**src/rtl/tcm_dec_tmu_hd_rel_pkg.sv**
```systemverilog
// -----------------------------------------------------------------------------
// tcm_dec_tmu_hd_rel_pkg
// Shared decoder types for the hard-decision / reliability unit.
//   symb_m_value_t : point metric (unsigned, larger is better)
//   symb_hd_t      : hard-decision point index
//   hd_node_t      : comparison-tree node {best metric, best index, second-best}
// The typedefs describe the default configuration (8-bit metrics, 8 points).
// Parameterised users build the same node layout at their own widths and
// hand it to the merge node through its type parameter.
// -----------------------------------------------------------------------------
package tcm_dec_tmu_hd_rel_pkg;

  localparam int cSYMB_M_W  = 8;
  localparam int cPOINT_NUM = 8;

  localparam int cTIE_LOW  = 0;
  localparam int cTIE_HIGH = 1;

  // index width for a given point count; never below one bit
  function automatic int hd_width(input int point_num);
    return (point_num < 2) ? 1 : $clog2(point_num);
  endfunction

  localparam int cHD_W = hd_width(cPOINT_NUM);

  typedef logic [cSYMB_M_W-1:0] symb_m_value_t;
  typedef logic [cHD_W-1:0]     symb_hd_t;

  typedef struct packed {
    symb_m_value_t best;
    symb_hd_t      idx;
    symb_m_value_t second;
  } hd_node_t;

endpackage

```
**src/rtl/tcm_dec_tmu_hd_rel_if.sv**
```systemverilog
// -----------------------------------------------------------------------------
// tcm_dec_tmu_hd_rel_if
// Data bus of the hard-decision / reliability unit.
//   ival, isop, ieop : input group valid and frame tags
//   isymb_m          : [symbol][point] metrics of one group
//   ithr             : erasure threshold travelling with the group
//   oval, osop, oeop : output valid and aligned frame tags
//   ohd, omax        : per-symbol winning index and metric
//   omargin, oera    : per-symbol best minus second-best, erasure flag
// master drives the group and observes results; slave is the decoder side.
// -----------------------------------------------------------------------------
interface tcm_dec_tmu_hd_rel_if
  import tcm_dec_tmu_hd_rel_pkg::*;
#(
  parameter int pSYMB_M_W  = 8,
  parameter int pSYMB_NUM  = 4,
  parameter int pPOINT_NUM = 8
);

  localparam int HD_W = hd_width(pPOINT_NUM);

  logic                                           ival;
  logic                                           isop;
  logic                                           ieop;
  logic [pSYMB_NUM-1:0][pPOINT_NUM-1:0][pSYMB_M_W-1:0] isymb_m;
  logic [pSYMB_M_W-1:0]                           ithr;

  logic                                           oval;
  logic                                           osop;
  logic                                           oeop;
  logic [pSYMB_NUM-1:0][HD_W-1:0]                 ohd;
  logic [pSYMB_NUM-1:0][pSYMB_M_W-1:0]            omax;
  logic [pSYMB_NUM-1:0][pSYMB_M_W-1:0]            omargin;
  logic [pSYMB_NUM-1:0]                           oera;

  modport master (
    output ival, isop, ieop, isymb_m, ithr,
    input  oval, osop, oeop, ohd, omax, omargin, oera
  );

  modport slave (
    input  ival, isop, ieop, isymb_m, ithr,
    output oval, osop, oeop, ohd, omax, omargin, oera
  );

endinterface

```
**src/rtl/tcm_dec_tmu_hd_rel_node.sv**
```systemverilog
// -----------------------------------------------------------------------------
// tcm_dec_tmu_hd_node
// Registered merge of two comparison-tree nodes.
//   iclk, ireset_n, iclkena : clock, async active-low reset, clock enable
//   ia, ib                  : child nodes; ia always covers the lower indices
//   onode                   : merged node, one enabled cycle later
// Winner is the larger best metric; on equality pTIE_MODE=0 keeps ia (lower
// index), pTIE_MODE=1 keeps ib (higher index). The merged second-best is the
// larger of the loser's best and the winner's own second-best.
// -----------------------------------------------------------------------------
module tcm_dec_tmu_hd_node
  import tcm_dec_tmu_hd_rel_pkg::*;
#(
  parameter type node_t    = hd_node_t,
  parameter int  pTIE_MODE = cTIE_LOW
) (
  input  logic  iclk,
  input  logic  ireset_n,
  input  logic  iclkena,
  input  node_t ia,
  input  node_t ib,
  output node_t onode
);

  logic  a_wins;
  node_t merged;

  assign a_wins = (pTIE_MODE == cTIE_LOW) ? (ia.best >= ib.best)
                                          : (ia.best >  ib.best);

  always_comb begin
    merged = ib;
    if (a_wins) begin
      merged        = ia;
      merged.second = (ib.best > ia.second) ? ib.best : ia.second;
    end else begin
      merged.second = (ia.best > ib.second) ? ia.best : ib.second;
    end
  end

  always_ff @(posedge iclk or negedge ireset_n) begin
    if (!ireset_n) begin
      onode <= '0;
    end else if (iclkena) begin
      onode <= merged;
    end
  end

endmodule

```
**src/rtl/tcm_dec_tmu_hd_rel.sv**
```systemverilog
// -----------------------------------------------------------------------------
// tcm_dec_tmu_hd_rel
// Hard decision and reliability per symbol of a multidimensional group.
//   iclk     : clock, rising edge
//   ireset_n : asynchronous active-low reset
//   iclkena  : clock enable, low freezes every register
//   bus      : slave side of tcm_dec_tmu_hd_rel_if (group in, decisions out)
// Each symbol is reduced by a registered binary tree of LOG levels, followed
// by one stage forming margin = best - second-best and the erasure flag.
// Latency is LOG+1 enabled cycles; one group accepted per enabled cycle.
// -----------------------------------------------------------------------------
module tcm_dec_tmu_hd_rel
  import tcm_dec_tmu_hd_rel_pkg::*;
#(
  parameter int pSYMB_M_W  = 8,
  parameter int pSYMB_NUM  = 4,
  parameter int pPOINT_NUM = 8,
  parameter int pTIE_MODE  = 0
) (
  input  logic                iclk,
  input  logic                ireset_n,
  input  logic                iclkena,
  tcm_dec_tmu_hd_rel_if.slave bus
);

  localparam int LOG      = hd_width(pPOINT_NUM);
  localparam int THR_SR_W = LOG * pSYMB_M_W;

  typedef logic [pSYMB_M_W-1:0] m_t;
  typedef logic [LOG-1:0]       hd_t;

  // same layout as hd_node_t, sized to this instance
  typedef struct packed {
    m_t  best;
    hd_t idx;
    m_t  second;
  } node_t;

  if (pPOINT_NUM < 2 || (1 << LOG) != pPOINT_NUM) begin : g_cfg_err
    $error("tcm_dec_tmu_hd_rel: pPOINT_NUM must be a power of 2, at least 2");
  end

  // Heap-ordered tree per symbol: leaves at pPOINT_NUM..2*pPOINT_NUM-1,
  // node n merges 2n and 2n+1, root at 1. Every leaf sits at the same depth,
  // so each tree level is exactly one register stage.
  node_t tree [pSYMB_NUM][1:2*pPOINT_NUM-1];

  for (genvar s = 0; s < pSYMB_NUM; s++) begin : g_symb
    for (genvar k = 0; k < pPOINT_NUM; k++) begin : g_leaf
      assign tree[s][pPOINT_NUM+k] = node_t'{best:   bus.isymb_m[s][k],
                                             idx:    hd_t'(k),
                                             second: '0};
    end
    for (genvar n = 1; n < pPOINT_NUM; n++) begin : g_node
      tcm_dec_tmu_hd_node #(
        .node_t    (node_t),
        .pTIE_MODE (pTIE_MODE)
      ) u_node (
        .iclk     (iclk),
        .ireset_n (ireset_n),
        .iclkena  (iclkena),
        .ia       (tree[s][2*n]),
        .ib       (tree[s][2*n+1]),
        .onode    (tree[s][n])
      );
    end
  end

  // side-band shift pipeline, one slot per tree level
  logic [LOG-1:0]                v_sr;
  logic [LOG-1:0]                sop_sr;
  logic [LOG-1:0]                eop_sr;
  logic [LOG-1:0][pSYMB_M_W-1:0] thr_sr;

  always_ff @(posedge iclk or negedge ireset_n) begin
    if (!ireset_n) begin
      v_sr   <= '0;
      sop_sr <= '0;
      eop_sr <= '0;
      thr_sr <= '0;
    end else if (iclkena) begin
      v_sr   <= LOG'({v_sr, bus.ival});
      sop_sr <= LOG'({sop_sr, bus.isop});
      eop_sr <= LOG'({eop_sr, bus.ieop});
      thr_sr <= THR_SR_W'({thr_sr, bus.ithr});
    end
  end

  logic                                tail_v;
  logic [pSYMB_NUM-1:0][pSYMB_M_W-1:0] margin_c;
  logic [pSYMB_NUM-1:0]                era_c;

  assign tail_v = v_sr[LOG-1];

  // root best >= root second by construction, so the difference never wraps
  always_comb begin
    margin_c = '0;
    era_c    = '0;
    for (int s = 0; s < pSYMB_NUM; s++) begin
      margin_c[s] = tree[s][1].best - tree[s][1].second;
      era_c[s]    = (margin_c[s] < thr_sr[LOG-1]);
    end
  end

  // tags are qualified by valid; decision data holds while no group arrives
  always_ff @(posedge iclk or negedge ireset_n) begin
    if (!ireset_n) begin
      bus.oval    <= 1'b0;
      bus.osop    <= 1'b0;
      bus.oeop    <= 1'b0;
      bus.ohd     <= '0;
      bus.omax    <= '0;
      bus.omargin <= '0;
      bus.oera    <= '0;
    end else if (iclkena) begin
      bus.oval <= tail_v;
      bus.osop <= tail_v & sop_sr[LOG-1];
      bus.oeop <= tail_v & eop_sr[LOG-1];
      if (tail_v) begin
        for (int s = 0; s < pSYMB_NUM; s++) begin
          bus.ohd[s]  <= tree[s][1].idx;
          bus.omax[s] <= tree[s][1].best;
        end
        bus.omargin <= margin_c;
        bus.oera    <= era_c;
      end
    end
  end

endmodule
```
**src/flat_wrapper.sv**
```systemverilog
// flat-port wrapper written by rule: the top's interface ports become plain ports
module tcm_dec_tmu_hd_rel_flat import tcm_dec_tmu_hd_rel_pkg::*;
#(
  parameter int pSYMB_M_W  = 8,
  parameter int pSYMB_NUM  = 4,
  parameter int pPOINT_NUM = 8,
  parameter int pTIE_MODE  = 0
)
  (iclk, ireset_n, iclkena, bus_ival, bus_isop, bus_ieop, bus_isymb_m, bus_ithr, bus_oval, bus_osop, bus_oeop, bus_ohd, bus_omax, bus_omargin, bus_oera);
  tcm_dec_tmu_hd_rel_if #(.pSYMB_M_W(pSYMB_M_W), .pSYMB_NUM(pSYMB_NUM), .pPOINT_NUM(pPOINT_NUM)) bus_i ();
  input  logic iclk;
  input  logic ireset_n;
  input  logic iclkena;
  input wire logic [$bits(bus_i.ival)-1:0] bus_ival;
  input wire logic [$bits(bus_i.isop)-1:0] bus_isop;
  input wire logic [$bits(bus_i.ieop)-1:0] bus_ieop;
  input wire logic [$bits(bus_i.isymb_m)-1:0] bus_isymb_m;
  input wire logic [$bits(bus_i.ithr)-1:0] bus_ithr;
  output wire logic [$bits(bus_i.oval)-1:0] bus_oval;
  output wire logic [$bits(bus_i.osop)-1:0] bus_osop;
  output wire logic [$bits(bus_i.oeop)-1:0] bus_oeop;
  output wire logic [$bits(bus_i.ohd)-1:0] bus_ohd;
  output wire logic [$bits(bus_i.omax)-1:0] bus_omax;
  output wire logic [$bits(bus_i.omargin)-1:0] bus_omargin;
  output wire logic [$bits(bus_i.oera)-1:0] bus_oera;
  assign bus_i.ival = bus_ival;
  assign bus_i.isop = bus_isop;
  assign bus_i.ieop = bus_ieop;
  assign bus_i.isymb_m = bus_isymb_m;
  assign bus_i.ithr = bus_ithr;
  assign bus_oval = bus_i.oval;
  assign bus_osop = bus_i.osop;
  assign bus_oeop = bus_i.oeop;
  assign bus_ohd = bus_i.ohd;
  assign bus_omax = bus_i.omax;
  assign bus_omargin = bus_i.omargin;
  assign bus_oera = bus_i.oera;
  tcm_dec_tmu_hd_rel #(.pSYMB_M_W(pSYMB_M_W), .pSYMB_NUM(pSYMB_NUM), .pPOINT_NUM(pPOINT_NUM), .pTIE_MODE(pTIE_MODE)) u_core (.iclk(iclk), .ireset_n(ireset_n), .iclkena(iclkena), .bus(bus_i));
endmodule
```
**config.mk**
```make
export PLATFORM = sky130hd
export DESIGN_NAME = tcm_dec_tmu_hd_rel_flat
export DESIGN_NICKNAME = d
export VERILOG_FILES = /design/src/rtl/tcm_dec_tmu_hd_rel_pkg.sv /design/src/rtl/tcm_dec_tmu_hd_rel_if.sv /design/src/rtl/tcm_dec_tmu_hd_rel_node.sv /design/src/rtl/tcm_dec_tmu_hd_rel.sv /design/src/flat_wrapper.sv
export SDC_FILE = /design/constraint.sdc
export NUM_CORES = 2
export LEC_CHECK = 0
export BUFFER_PORTS_ARGS = -buffer_cell sky130_fd_sc_hd__buf_2
export CORE_MARGIN = 1.5
export CORE_UTILIZATION = 50
export CTS_CLUSTER_DIAMETER = 50
export DETAILED_ROUTE_END_ITERATION = 16
export MAX_ROUTING_LAYER = met4
export PLACE_DENSITY = 0.79
export SLEW_MARGIN = 20
export SYNTH_ARGS = -nofsm -noshare
export SYNTH_HDL_FRONTEND = slang
export SYNTH_SLANG_ARGS = --single-unit
export TNS_END_PERCENT = 1
```
**constraint.sdc**
```tcl
create_clock -name iclk -period 3.2 [get_ports iclk]
set_input_delay 0.48 -clock iclk [delete_from_list [all_inputs] [get_ports iclk]]
set_output_delay 0.48 -clock iclk [all_outputs]
set_load 0.02 [all_outputs]
```
Word-level counts from Yosys, hierarchy flattened
Cells that the tools add are included.

storage, ports and cells
  output and inout port bits = 83
  logic and storage cells = 313
  input bits = 270
  register bits after elaboration = 648

cells by class
  mux-type cells = 112
  bitwise logic cells = 2
  add/sub/neg operators = 4
  reduce and logical (&&, ||, !) cells = 1
  $lt $le $gt $ge = 88

operators by type and width
  kind                  count
  $mux W8               84
  $mux W11              28
  $gt A8 B1 Y1 const B  32
  $ge A8 B8 Y1          28
  $gt A8 B8 Y1          24
  $lt A8 B8 Y1          4
  $sub A8 B8 Y8         4
  $and A1 B1 Y1         2
  $reduce_and A2 Y1     1

Depth between registers and ports, before layout
  depth after elaboration = 3
  gate-level depth with buffers = 14
  mapped depth without buffers = 14

Cells and area by module
Synthesis repeated with hierarchy kept, for this count alone.

second synthesis, totals
  cell total of the unflattened synthesis = 5,836
  area, all modules = 54,192.0 µm²

modules (own cells, without submodules)
  module               sequential area each (µm²)  area each (µm²)  times used  cells each
  tcm_dec_tmu_hd_node  475.5                       1,717.9          28          190
  tcm_dec_tmu_hd_rel   2,902.8                     6,090.8          1           516

Worst setup path after synthesis
OpenSTA, ideal clock, no wires.

  kind = flip-flop to flip-flop
  start point = register u_core.g_symb[2].g_node[1].u_node.onode[0] (netlist name)
  end point = register u_core.bus.oera[2]
  path buffers = 0
  period minus slack after synthesis = 2.610 ns
  cell stages (with the launch flop) = 12
  data required time = 3.117 ns
  library setup time = 0.083 ns
  data arrival time = 2.527 ns
  setup slack = 0.590 ns
  cells stage by stage = dfrtp_1 ha_1 fa_1 nor2b_1 o21ai_0 a21boi_0 o21ai_0 nor2b_1 xnor2_1 ha_1 or4_1 o21ai_0

RTL lines
  what                    RTL line                       source
  from (decl)             tcm_dec_tmu_hd_rel_node.sv:22  output node_t onode
  from (signal assigned)  tcm_dec_tmu_hd_rel_node.sv:45  onode <= merged;
  to (signal assigned)    tcm_dec_tmu_hd_rel.sv:125      bus.oera <= era_c;
  to (decl)               tcm_dec_tmu_hd_rel_if.sv:43    output oval, osop, oeop, ohd, omax, omargin, oera

==> impl_metrics.yaml <==
timing:
  fin_crit_ns: 2.855
  setup_viol: 0
  finalHoldViolCount: 0
  fin_ws_ns: 0.3449
  relSlewSlack_pct: 30.77
  worst_pin_slew_ns: 1.038
  final.period_utilization_pct: 89.22
  skew_ns: 0.03563
  fmax_ghz: 0.3503
  rsz0062_at_grt: "false"
  slew_violations: 0
  setup_tns_ns: 0
worst_setup_path:
  r2r_cells: 11
  reg2reg_from: "u_core.g_symb[2].g_node[1].u_node.onode[0]"
  end_kind: "flop"
  cp-start-kind: "flop"
  path_buf_inv: 0
  crit_chain: "ha_1, fa_1, nor2b_1, o21ai_0, a21boi_0, o21ai_0, nor2b_1, xnor2_1, ha_1, or4_1, o21ai_0"
  max_stage_delay_ns: 0.49
  rr_endpoint: "u_core.bus.oera[2]"
  arrival_ns: 3.45
  crit_end: "u_core.bus.oera[2]"
  cp_num_cells: 11
  crit_top_cell: "o21ai_0"
  crit_type: "reg -> reg"
  r2r_slack_ns: 0.34
  cp_max_fo: 2
  slowest_stage: "or4_1"
  required_ns: 3.79
  crit_family: "adder cells"
  crit_path_start: "u_core.g_symb[2].g_node[1].u_node.onode[0]"
synthesis:
  ys_dominant_reg_cell: "dfrtp_1"
  ys_warn_count: 0
  synth_edf_count: 0
  synth.distinct_cells: 74
  avgSynthCellArea_sq_um: 8.683
  synth_area_sq_um: 50410
  synth-async-reset-ratio_pct: 100.0
  syn-num-nets: 6551
  synth.area.top_cells: "dfrtp_1 (30%), ha_1 (12%), nor2_1 (6.7%)"
  synth-seq-area-share_pct: 30.43
  yosys.area.top_type: "dfrtp_1"
  synth_top_area_share_pct: 30.43
  synth_seq_cells: 613
  syn_inst: 5805
pwr:
  p_clk_share_pct: 25.5
  pwr-share-seq_pct: 28.3
  peakVddDrop_uv: 520.5
  combPwrFrac_pct: 46.2
  swShare_pct: 42.38
  powerDensity_nw_per_um2: 766.5
  power_leakage_nw: 25.88
  internal_power_mw: 24.81
  p_switching_mw: 18.25
run:
  drv_cap: 0
clock_network:
  cts_buffers: 96
  cts_tree: "yes"
  cts_root_buf: "clkbuf_16"
  clock_latency_ns: 0.69
  post_cts_buffers: 0
  clk_transition_reported_paths_ns: 0.06
  ctsLongestPathBuffers: 3
  postCtsHoldBufs: 4
  clock_sinks: 613
  h-tree-depth: 3
  cts_resized: 0
cells_and_area:
  area_growth_pct: 11.43
  fin_util_pct: 56.17
  mostFrequentLayoutCells: "nor2_1 (902), dfrtp_1 (613), a21oi_1 (529)"
  layout.nets: 6725
  drive_above_1_share_pct: 17.62
  layout_commonest_cell: "nor2_1"
  layoutNonFillerInstCount: 7359
  fin_area_sq_um: 56170
run_status:
  status: "finished, final reports clean"
floorplan:
  die_area_sq_um: 102700
  core_area_sq_um: 100000
  die_w_um: 320.5
  ioPinCount: 353
  fp-row-count: 116
  start_util_pct: 50.41
  die_h_um: 320.5
global_routing:
  grt_pass1_wl_um: 236800
  grt_start_max_net_pins: 115
  grt_overflow_total: 0
  grt_usage_pct: 28.97
  grt_pass1_vias: 43670
  antenna_found_initial: 2
detailed_routing:
  vias: 45900
  vias_per_cell: 6.238
  antenna_left: 0
  drc: 0
  avgRoutedWirePerCell_um: 20.09
  first_pass_iters: 6
  drt_wl_total_um: 147900
  drtIter0Drc: 4434
placement:
  hpwl_um: 107000
  io_buffers: 352
  place_area_sq_um: 52750
  gp_congestion: 0.9698
  pre_cts_ws_ns: 0.3548
  numPlacedInstances: 7175
min_path:
  min_path_type: "in -> reg"
==> power by group through the flow <==
stage               registers, mW  clock network [mW]  logic, mW
finish                       12.2                11.0       19.9
global route                 12.4                11.5       22.1
CTS                          12.1                11.1       19.7
detailed placement           12.2                   0       19.6
global placement             12.2                   0       19.0
floorplan                    11.9                   0       14.4
==> flip-flops by register name, indices dropped and copies added, names as in the netlist <==
signal	cells
u_core.g_symb.g_node.u_node.onode	497
u_core.bus.omargin	32
u_core.bus.omax	32
u_core.thr_sr	24
u_core.bus.ohd	12
u_core.bus.oera	4
u_core.eop_sr	3
u_core.sop_sr	3
u_core.v_sr	3
u_core.bus.oeop	1
u_core.bus.osop	1
u_core.bus.oval	1
==> worst min path at each step <==
stage	cells after the start	from	end	slack, ns
global route	2	bus_ithr[3]	u_core.thr_sr[3]	0.05
floorplan	0	ireset_n	u_core.bus.oeop	0.18
finish	3	bus_isymb_m[254]	u_core.g_symb[3].g_node[7].u_node.onode[6]	0.08
CTS	3	bus_isymb_m[251]	u_core.g_symb[3].g_node[7].u_node.onode[3]	0.03
global placement	1	ireset_n	u_core.g_symb[3].g_node[6].u_node.onode[1]	0.45
detailed placement	1	ireset_n	u_core.g_symb[3].g_node[6].u_node.onode[1]	0.44
==> worst register-to-register path, cell delays in order (launching register included) <==
cell	delay [ns]
dfrtp_1	0.39
ha_1	0.23
fa_1	0.41
nor2b_1	0.11
o21ai_0	0.09
a21boi_0	0.27
o21ai_0	0.14
nor2b_1	0.17
xnor2_1	0.13
ha_1	0.19
or4_1	0.49
o21ai_0	0.15
==> logic make-up after synthesis <==
family	synth area share, %
buffers and inverters	8.335
and+or+nand+nor	18.24
xor gates and xnor gates	0.4692
AOI/OAI and AO/OA	25.57
muxes	5.076
DFF	30.43
adders and majority gates	11.88
==> stage by stage <==
stage	hold slack (ns)	power, mW
global route	0.05044	45.96
floorplan	0.1844	26.25
detailed placement	0.4365	31.78
CTS	0.02644	42.99
global placement	0.4452	31.11
finish	0.07630	43.05
==> layer usage <==
metal	part of all wire, %	up-vias	GRT usage [%]	routed length [um]
met1	43	22210	38.13	63910
li1	-	21580	-	-
met5	0	-	-	0
met3	7.4	375	5.083	10870
met2	45	1739	44.52	67130
met4	4.0	0	10.86	5945
==> synthesized netlist by cell type, drive strengths merged, types with 9 or more instances <==
cell type,n
clkbuf,226
o21ai,116
o2bb2ai,22
mux2i,160
mux2,85
inv,458
ha,472
o211a,70
a31oi,22
nor3,181
a211oi,398
dfrtp,613
a221oi,52
nand4,44
o31a,12
nor2b,50
nor4b,12
nor3b,27
or2,49
nor4,284
o211ai,62
buf,211
a211o,71
or3,16
a22o,9
o22ai,37
o21a,11
a21o,112
nor2,906
nand2b,117
a31o,49
nand3,102
a2111oi,40
nand2,82
a21oi,541
xnor2,24
==> final cells by class <==
cell class / instances / area (sq um)
Inverter: 458 / 1727
Timing Repair Buffer: 515 / 3228
Sequential cell: 613 / 15340
Multi-Input combinational cell: 4295 / 30870
Fill cell: 8714 / 43830
Clock inverter: 64 / 777.0
Clock buffer: 115 / 2595
Antenna cell: 1 / 2.502
Tap cell: 1298 / 1624
(Power assumes the default switching activity.)
